### config.mk
export PLATFORM = sky130hd
export DESIGN_NAME = cd_spi_bridge_flat
export DESIGN_NICKNAME = d
export VERILOG_FILES = /design/src/rtl/cd_spi_bridge_if.sv /design/src/rtl/cd_spi_bridge.sv /design/src/flat_wrapper.sv
export SDC_FILE = /design/constraint.sdc
export NUM_CORES = 1
export LEC_CHECK = 0
export ABC_AREA = 1
export ABC_CLOCK_PERIOD_IN_PS = 1780
export BUFFER_PORTS_ARGS = -buffer_cell sky130_fd_sc_hd__buf_2
export CORE_MARGIN = 10
export CORE_UTILIZATION = 52
export DETAILED_ROUTE_END_ITERATION = 7
export PLACE_DENSITY = 0.78
export SLEW_MARGIN = 40
export SYNTH_ARGS = -nofsm -noshare
export SYNTH_HDL_FRONTEND = slang
export SYNTH_SLANG_ARGS = --single-unit
### constraint.sdc
create_clock -name clk -period 1.78 [get_ports clk]
set_input_delay 0.089 -clock clk [delete_from_list [all_inputs] [get_ports clk]]
set_output_delay 0.089 -clock clk [all_outputs]
set_load 0.03 [all_outputs]
### src/rtl/cd_spi_bridge_if.sv
// CSR bus between the SPI bridge (master) and the cdbus CSR block (slave).
interface cd_spi_bridge_if;
   logic [3:0]  csr_address;
   logic        csr_read;
   logic [31:0] csr_readdata;
   logic        csr_write;
   logic [31:0] csr_writedata;

   modport master (
      output csr_address, csr_read, csr_write, csr_writedata,
      input  csr_readdata
   );

   modport slave (
      input  csr_address, csr_read, csr_write, csr_writedata,
      output csr_readdata
   );
endinterface

### src/rtl/cd_spi_bridge.sv
// SPI mode-0 slave bridging command/data frames onto the cdbus CSR bus.
// All SPI pins are oversampled in the clk domain.
//
// state   | meaning
// IDLE    | no frame, or waiting for a fresh ss_n fall after reset
// CMD     | shifting in command byte, shifting out status byte
// RD_REQ  | csr_read strobe for the current address
// RD_CAP  | capture csr_readdata into the read word
// DATA    | shifting data bytes in (write) or out (read)
module cd_spi_bridge #(
   parameter int SYNC_STAGES = 2
) (
   input  logic             clk,
   input  logic             reset_n,
   input  logic             spi_ss_n,
   input  logic             spi_sclk,
   input  logic             spi_mosi,
   output logic             spi_miso,
   output logic             spi_miso_oe,
   input  logic             irq,
   cd_spi_bridge_if.master  csr
);

   typedef enum logic [2:0] {
      ST_IDLE, ST_CMD, ST_RD_REQ, ST_RD_CAP, ST_DATA
   } state_t;

   state_t state_q, state_d;

   logic [SYNC_STAGES-1:0] ss_sync, sclk_sync, mosi_sync;
   logic       ss_s, sclk_s, mosi_s, ss_d, sclk_d;
   logic [2:0] start_cnt;
   logic       armed;
   logic       ss_fall, sclk_rise, sclk_fall, byte_end;

   logic [2:0]       bit_cnt;
   logic [1:0]       byte_cnt;
   logic [6:0]       rx_sr;
   logic [7:0]       rx_byte, tx_sr;
   logic [2:0][7:0]  wbuf;
   logic [3:0][7:0]  rd_word;
   logic             byte_done, need_read, wr_cmd, auto_inc;
   logic             read_strobe, write_q;
   logic [3:0]       addr_q;
   logic [31:0]      wdata_q;

   assign ss_s   = ss_sync[SYNC_STAGES-1];
   assign sclk_s = sclk_sync[SYNC_STAGES-1];
   assign mosi_s = mosi_sync[SYNC_STAGES-1];

   // A fall only counts once the synchronizers hold a genuinely observed high level.
   assign ss_fall   = armed & ss_d & ~ss_s;
   assign sclk_rise = ~ss_s & sclk_s & ~sclk_d;
   assign sclk_fall = ~ss_s & ~sclk_s & sclk_d;
   assign byte_end  = sclk_rise && (bit_cnt == 3'd0);
   assign rx_byte   = {rx_sr, mosi_s};

   always_ff @(posedge clk or negedge reset_n) begin
      if (!reset_n) begin
         ss_sync   <= '1;
         sclk_sync <= '0;
         mosi_sync <= '0;
         ss_d      <= 1'b1;
         sclk_d    <= 1'b0;
         start_cnt <= 3'(SYNC_STAGES);
         armed     <= 1'b0;
      end else begin
         ss_sync   <= {ss_sync[SYNC_STAGES-2:0], spi_ss_n};
         sclk_sync <= {sclk_sync[SYNC_STAGES-2:0], spi_sclk};
         mosi_sync <= {mosi_sync[SYNC_STAGES-2:0], spi_mosi};
         ss_d      <= ss_s;
         sclk_d    <= sclk_s;
         if (start_cnt != 3'd0) start_cnt <= start_cnt - 3'd1;
         else if (ss_s)         armed     <= 1'b1;
      end
   end

   always_ff @(posedge clk or negedge reset_n) begin
      if (!reset_n) state_q <= ST_IDLE;
      else          state_q <= state_d;
   end

   always_comb begin
      state_d     = state_q;
      read_strobe = 1'b0;
      case (state_q)
         ST_IDLE:   if (ss_fall) state_d = ST_CMD;
         ST_CMD:    if (byte_end) state_d = rx_byte[7] ? ST_DATA : ST_RD_REQ;
         ST_RD_REQ: begin
            read_strobe = 1'b1;
            state_d     = ST_RD_CAP;
         end
         ST_RD_CAP: state_d = ST_DATA;
         // Next read word is fetched on the fall after a word's last bit, so a
         // frame that ends with sclk still high issues no trailing read.
         ST_DATA:   if (sclk_fall && byte_done && need_read) state_d = ST_RD_REQ;
         default:   state_d = ST_IDLE;
      endcase
      if (ss_s) begin
         state_d     = ST_IDLE;
         read_strobe = 1'b0;
      end
   end

   always_ff @(posedge clk or negedge reset_n) begin
      if (!reset_n) begin
         bit_cnt   <= 3'd7;
         byte_cnt  <= 2'd0;
         rx_sr     <= '0;
         tx_sr     <= '0;
         wbuf      <= '0;
         rd_word   <= '0;
         byte_done <= 1'b0;
         need_read <= 1'b0;
         wr_cmd    <= 1'b0;
         auto_inc  <= 1'b0;
         write_q   <= 1'b0;
         addr_q    <= '0;
         wdata_q   <= '0;
      end else begin
         write_q <= 1'b0;
         if (write_q && auto_inc) addr_q <= addr_q + 4'd1;

         if (ss_s) begin
            bit_cnt   <= 3'd7;
            byte_cnt  <= 2'd0;
            byte_done <= 1'b0;
            need_read <= 1'b0;
            tx_sr     <= '0;
         end else if (state_q == ST_IDLE) begin
            if (ss_fall) begin
               bit_cnt   <= 3'd7;
               byte_cnt  <= 2'd0;
               byte_done <= 1'b0;
               need_read <= 1'b0;
               tx_sr     <= {irq, 7'b0};
            end
         end else begin
            if (sclk_rise) begin
               rx_sr   <= rx_byte[6:0];
               bit_cnt <= (bit_cnt == 3'd0) ? 3'd7 : bit_cnt - 3'd1;
            end
            if (byte_end) begin
               byte_done <= 1'b1;
               if (state_q == ST_CMD) begin
                  wr_cmd   <= rx_byte[7];
                  auto_inc <= rx_byte[6];
                  addr_q   <= rx_byte[3:0];
               end else if (state_q == ST_DATA) begin
                  byte_cnt <= byte_cnt + 2'd1;
                  if (wr_cmd) begin
                     case (byte_cnt)
                        2'd0:    wbuf[0] <= rx_byte;
                        2'd1:    wbuf[1] <= rx_byte;
                        2'd2:    wbuf[2] <= rx_byte;
                        default: begin
                           wdata_q <= {rx_byte, wbuf[2], wbuf[1], wbuf[0]};
                           write_q <= 1'b1;
                        end
                     endcase
                  end else if (byte_cnt == 2'd3) begin
                     need_read <= 1'b1;
                     if (auto_inc) addr_q <= addr_q + 4'd1;
                  end
               end
            end
            if (sclk_fall) begin
               if (byte_done && !need_read) begin
                  byte_done <= 1'b0;
                  tx_sr     <= wr_cmd ? 8'h00 : rd_word[byte_cnt];
               end else if (!byte_done) begin
                  tx_sr <= {tx_sr[6:0], 1'b0};
               end
            end
            if (state_q == ST_RD_CAP) begin
               rd_word <= csr.csr_readdata;
               if (need_read) begin
                  tx_sr     <= csr.csr_readdata[7:0];
                  need_read <= 1'b0;
                  byte_done <= 1'b0;
               end
            end
         end
      end
   end

   assign spi_miso          = tx_sr[7];
   assign spi_miso_oe       = (state_q != ST_IDLE);
   assign csr.csr_read      = read_strobe;
   assign csr.csr_write     = write_q;
   assign csr.csr_address   = addr_q;
   assign csr.csr_writedata = wdata_q;

endmodule

### src/flat_wrapper.sv
// flat-port wrapper written by rule: the top's interface ports become plain ports
module cd_spi_bridge_flat 
#(
   parameter int SYNC_STAGES = 2
)
  (clk, reset_n, spi_ss_n, spi_sclk, spi_mosi, spi_miso, spi_miso_oe, irq, csr_csr_address, csr_csr_read, csr_csr_write, csr_csr_writedata, csr_csr_readdata);
  cd_spi_bridge_if csr_i ();
  input  logic clk;
  input  logic reset_n;
  input  logic spi_ss_n;
  input  logic spi_sclk;
  input  logic spi_mosi;
  output logic spi_miso;
  output logic spi_miso_oe;
  input  logic irq;
  output wire logic [$bits(csr_i.csr_address)-1:0] csr_csr_address;
  output wire logic [$bits(csr_i.csr_read)-1:0] csr_csr_read;
  output wire logic [$bits(csr_i.csr_write)-1:0] csr_csr_write;
  output wire logic [$bits(csr_i.csr_writedata)-1:0] csr_csr_writedata;
  input wire logic [$bits(csr_i.csr_readdata)-1:0] csr_csr_readdata;
  assign csr_csr_address = csr_i.csr_address;
  assign csr_csr_read = csr_i.csr_read;
  assign csr_csr_write = csr_i.csr_write;
  assign csr_csr_writedata = csr_i.csr_writedata;
  assign csr_i.csr_readdata = csr_csr_readdata;
  cd_spi_bridge #(.SYNC_STAGES(SYNC_STAGES)) u_core (.clk(clk), .reset_n(reset_n), .spi_ss_n(spi_ss_n), .spi_sclk(spi_sclk), .spi_mosi(spi_mosi), .spi_miso(spi_miso), .spi_miso_oe(spi_miso_oe), .irq(irq), .csr(csr_i));
endmodule
==> run metrics <==
Synth warnings=0; Worst path depth=8; DP Cell Count=872; Fillers=around 900; Initial Util=0.527; WP buf/inv=2; Synth area leader=dfrtp_1; Worst Path Required=2140 ps; #FFs+latches synth=approximately 130; CP delay by family, top=simple AND/OR/NAND/NOR gates; Antenna Cells=0; fmax=0.594 GHz; post-placement cell area=around 6600 um2; Post-synth EDFFs=0; count of different cell masters after synthesis=41; Worst path slowest cell=dfstp_2; critical path type=flop to flop; Clock Path Buffers=2; top cells by area, synth=dfrtp_1 52%, nand2_1 15%, mux2_2 4.5%; Buffers on Ports=77; Final Setup Violations=0; Syn Std Cell Area=between 5000 and 6000 um2; worst-case clock skew=7.73 ps; detailed-route via count=4956; non-filler instance count after layout=roughly 940; die area=approximately 16000 um2; most used cell, CP=nand2_1; Post-Syn Nets=707; CP peak stage delay=approximately 360 ps; critical-path maximum fanout=25; Final HPWL DP=roughly 9700 um; crit path launch type=flop; final hold viol count=0; Synth Instances=between 600 and 700; core area=11300 um2; Area Growth Syn to Fin=26.4%; I/O Pins=about 80; crit path capture=u_core.csr.csr_writedata[13]$_DFFE_PN0P_; initial antenna violation count=0; status=completed; vias in the first global route=5193; Rows=39; worst slew pin tran=around 500 ps; design area=roughly 7500 um2; clock slew at reported path FFs=60 ps; DRT iter0 DRCs=409; r2r setup slk=100 ps; TritonCTS clock tree=built; chip width=about 130 um; largest net degree at the start of global routing=56; routed len/inst=between 15 and 20 um; worst relative slew slack=0.669; syn_area_per_cell=between 9 and 10 um2; Num CTS Buffers=17; fin nets=roughly 830; CP Capture Type=flop; Routed Antenna Nets=0; Seq/Total Area, Yosys=0.555; Avg Vias per Cell=approximately 5.3; Period Utilization, post-route=0.946; DRT Wirelength=14700 um; Critical R2R Capture=u_core.csr.csr_writedata[13]$_DFFE_PN0P_; Final min period=around 1700 ps; final slew viol count=0; root buf cell=clkbuf_16; first-pass detailed-route iteration total=5; first-pass GRT wire length=24800 um; setup tns final=0 ps; Worst Hold Class=primary input to flop; worst flop-to-flop path startpoint=u_core.bit_cnt[1]$_DFFE_PN1P_; fraction of layout cells with a size suffix above 1=0.225; final worst-path setup slack=between 90 and 100 ps; total power=approximately 9.4 mW; Max-cap violations=0; gr ovfl total=0; Async SR Flop Fraction=1.00; Worst R2R Path Depth=8; maximum VDD drop=848 uV; Leak=around 4 nW; CTS HTree Levels=4; Die H=around 130 um; CP cell instances=inv_1 > ha_1 > nand2_2 > nor2_8 > nand4_2 > inv_4 > nand2_1 > nand2_1; clk sinks=about 130; share of the synthesized area in the top cell type=0.524; Worst setup startpoint=u_core.bit_cnt[1]$_DFFE_PN1P_; DRC=0; dpl ws=-9.09 ps; GRT Resource Usage Total=0.187; Worst-Skew Late Latency=420 ps; Power per Cell Area=about 1300 nW/um2; GPL Wtd Cong=slightly below 0.9; top_reg_cell synth=dfrtp_1; Arr. time, crit path=about 2000 ps
## layer usage
layer / up-vias / GRT usage / part of all wire
li1: 2386 / - / -
met1: 2367 / 0.222 / 0.42
met2: 161 / 0.304 / 0.49
met3: 42 / 0.0624 / 0.066
met4: 0 / 0.0810 / 0.027
met5: - / 0 / 0
## through the flow
| step | hold slack (ps) | utilization |
|---|---|---|
| CTS | 22.8 | 0.664 |
| detailed placement | -12.7 | 0.580 |
| finish | 32.5 | 0.666 |
| floorplan | -207 | - |
| global route | 65.8 | 0.666 |
| global placement | -18.3 | 0.580 |
## state kept, by name, indices dropped and copies added (netlist names)
register	flops
u_core.armed	1
u_core.auto_inc	1
u_core.bit_cnt	3
u_core.byte_cnt	2
u_core.byte_done	1
u_core.csr.csr_address	4
u_core.csr.csr_write	1
u_core.csr.csr_writedata	32
u_core.mosi_sync	2
u_core.need_read	1
u_core.rd_word	32
u_core.rx_sr	7
u_core.sclk_d	1
u_core.sclk_sync	2
u_core.ss_d	1
u_core.ss_sync	2
u_core.start_cnt	3
u_core.state_q	3
u_core.tx_sr	8
u_core.wbuf	24
u_core.wr_cmd	1
## logic make-up (layout without fill, tap and decap cells)
| group | count (synthesis) | after routing | synth area share |
|---|---|---|---|
| adder cells (fa/ha/maj) | 9 | 9 | 0.0189 |
| buffers and inverters | 80 | 219 | 0.0568 |
| XOR/XNOR | 4 | 4 | 0.00587 |
| multiplexers | 24 | 24 | 0.0453 |
| AO/OA/AOI/OAI | 93 | 93 | 0.0824 |
| AND/OR/NAND/NOR | 318 | 318 | 0.235 |
| flip-flops | 132 | 132 | 0.555 |
## power breakdown
| part | total (mW) | internal, mW | switching [mW] |
|---|---|---|---|
| clock | 3.42 | 2.12 | 1.30 |
| combinational | 2.14 | 0.842 | 1.30 |
| sequential | 3.87 | 3.53 | 0.345 |
## Yosys cell counts, types with 2 or more instances
cell      instances
nand3_2           2
mux2_2           24
a21oi_1          21
nand3_1          39
nand2_4           2
xnor2_1           2
a21boi_0          2
nor2_2            2
clkbuf_1          4
nand4_4           2
o211ai_1          4
nor3_1            6
dfrtp_1         125
buf_4             3
nand4_1           5
xor2_1            2
buf_2            14
dfstp_2           7
ha_1              9
o21ai_1          33
nor2_4            2
nor2_1           18
nand2_1         232
inv_2             5
o21ai_0          29
inv_1            51
## worst min-delay path, stage by stage
cell and delay [ps]:
buf_2 100, nand2_1 50, o21ai_0 70, nand2_1 60, nand2_1 40
## area by class of cell
type	count	area, um2	area share
sequential	132	3310	0.439
inverter	58	223	0.0295
clock inverter	13	134	0.0178
timing repair buffer	129	918	0.122
tap	143	179	0.0237
multi-input combinational	448	2320	0.308
clock buffer	19	453	0.0601
## cell usage in the layout, fill, tap and decap left out, drive strengths merged
cell type    synthesis  layout
nand2              235     235
dfrtp              125     125
buf                 18      93
o21ai               62      62
inv                 57      57
nand3               41      41
dlygate4sd3          0      36
mux2                24      24
nor2                23      23
a21oi               21      21
clkbuf               4      19
ha                   9       9
clkinv               1       9
nand4                8       8
dfstp                7       7
nor3                 7       7
o211ai               4       4
clkinvlp             0       3
a21boi               2       2
xnor2                2       2
xor2                 2       2
bufinv               0       2
and2                 1       1
nand3b               1       1
and3                 1       1
o21a                 1       1
a41oi                1       1
a22oi                1       1
a21o                 1       1
nor3b                1       1
## timing repair
item,CTS,global route
hold endpoints to repair,160,0
buffers inserted,0,2
setup endpoints to repair,14,33
hold buffers,36,0
resized for setup,1,3
## worst min-delay path by stage
| stage | from | to | slack [ps] | cells after the start |
|---|---|---|---|---|
| 4_1_cts | irq | u_core.tx_sr[7]$_DFFE_PN0P_ | 20 | 5 |
| 3_5_place_dp | reset_n | u_core.csr.csr_writedata[22]$_DFFE_PN0P_ | -10 | 1 |
| 6_report | irq | u_core.tx_sr[7]$_DFFE_PN0P_ | 30 | 5 |
| 5_1_grt | irq | u_core.tx_sr[7]$_DFFE_PN0P_ | 70 | 5 |
| 3_3_place_gp | reset_n | u_core.csr.csr_writedata[22]$_DFFE_PN0P_ | -20 | 1 |
| 2_1_floorplan | reset_n | u_core.armed$_DFFE_PN0P_ | -210 | 0 |
Power figures use the tool's default switching activity.
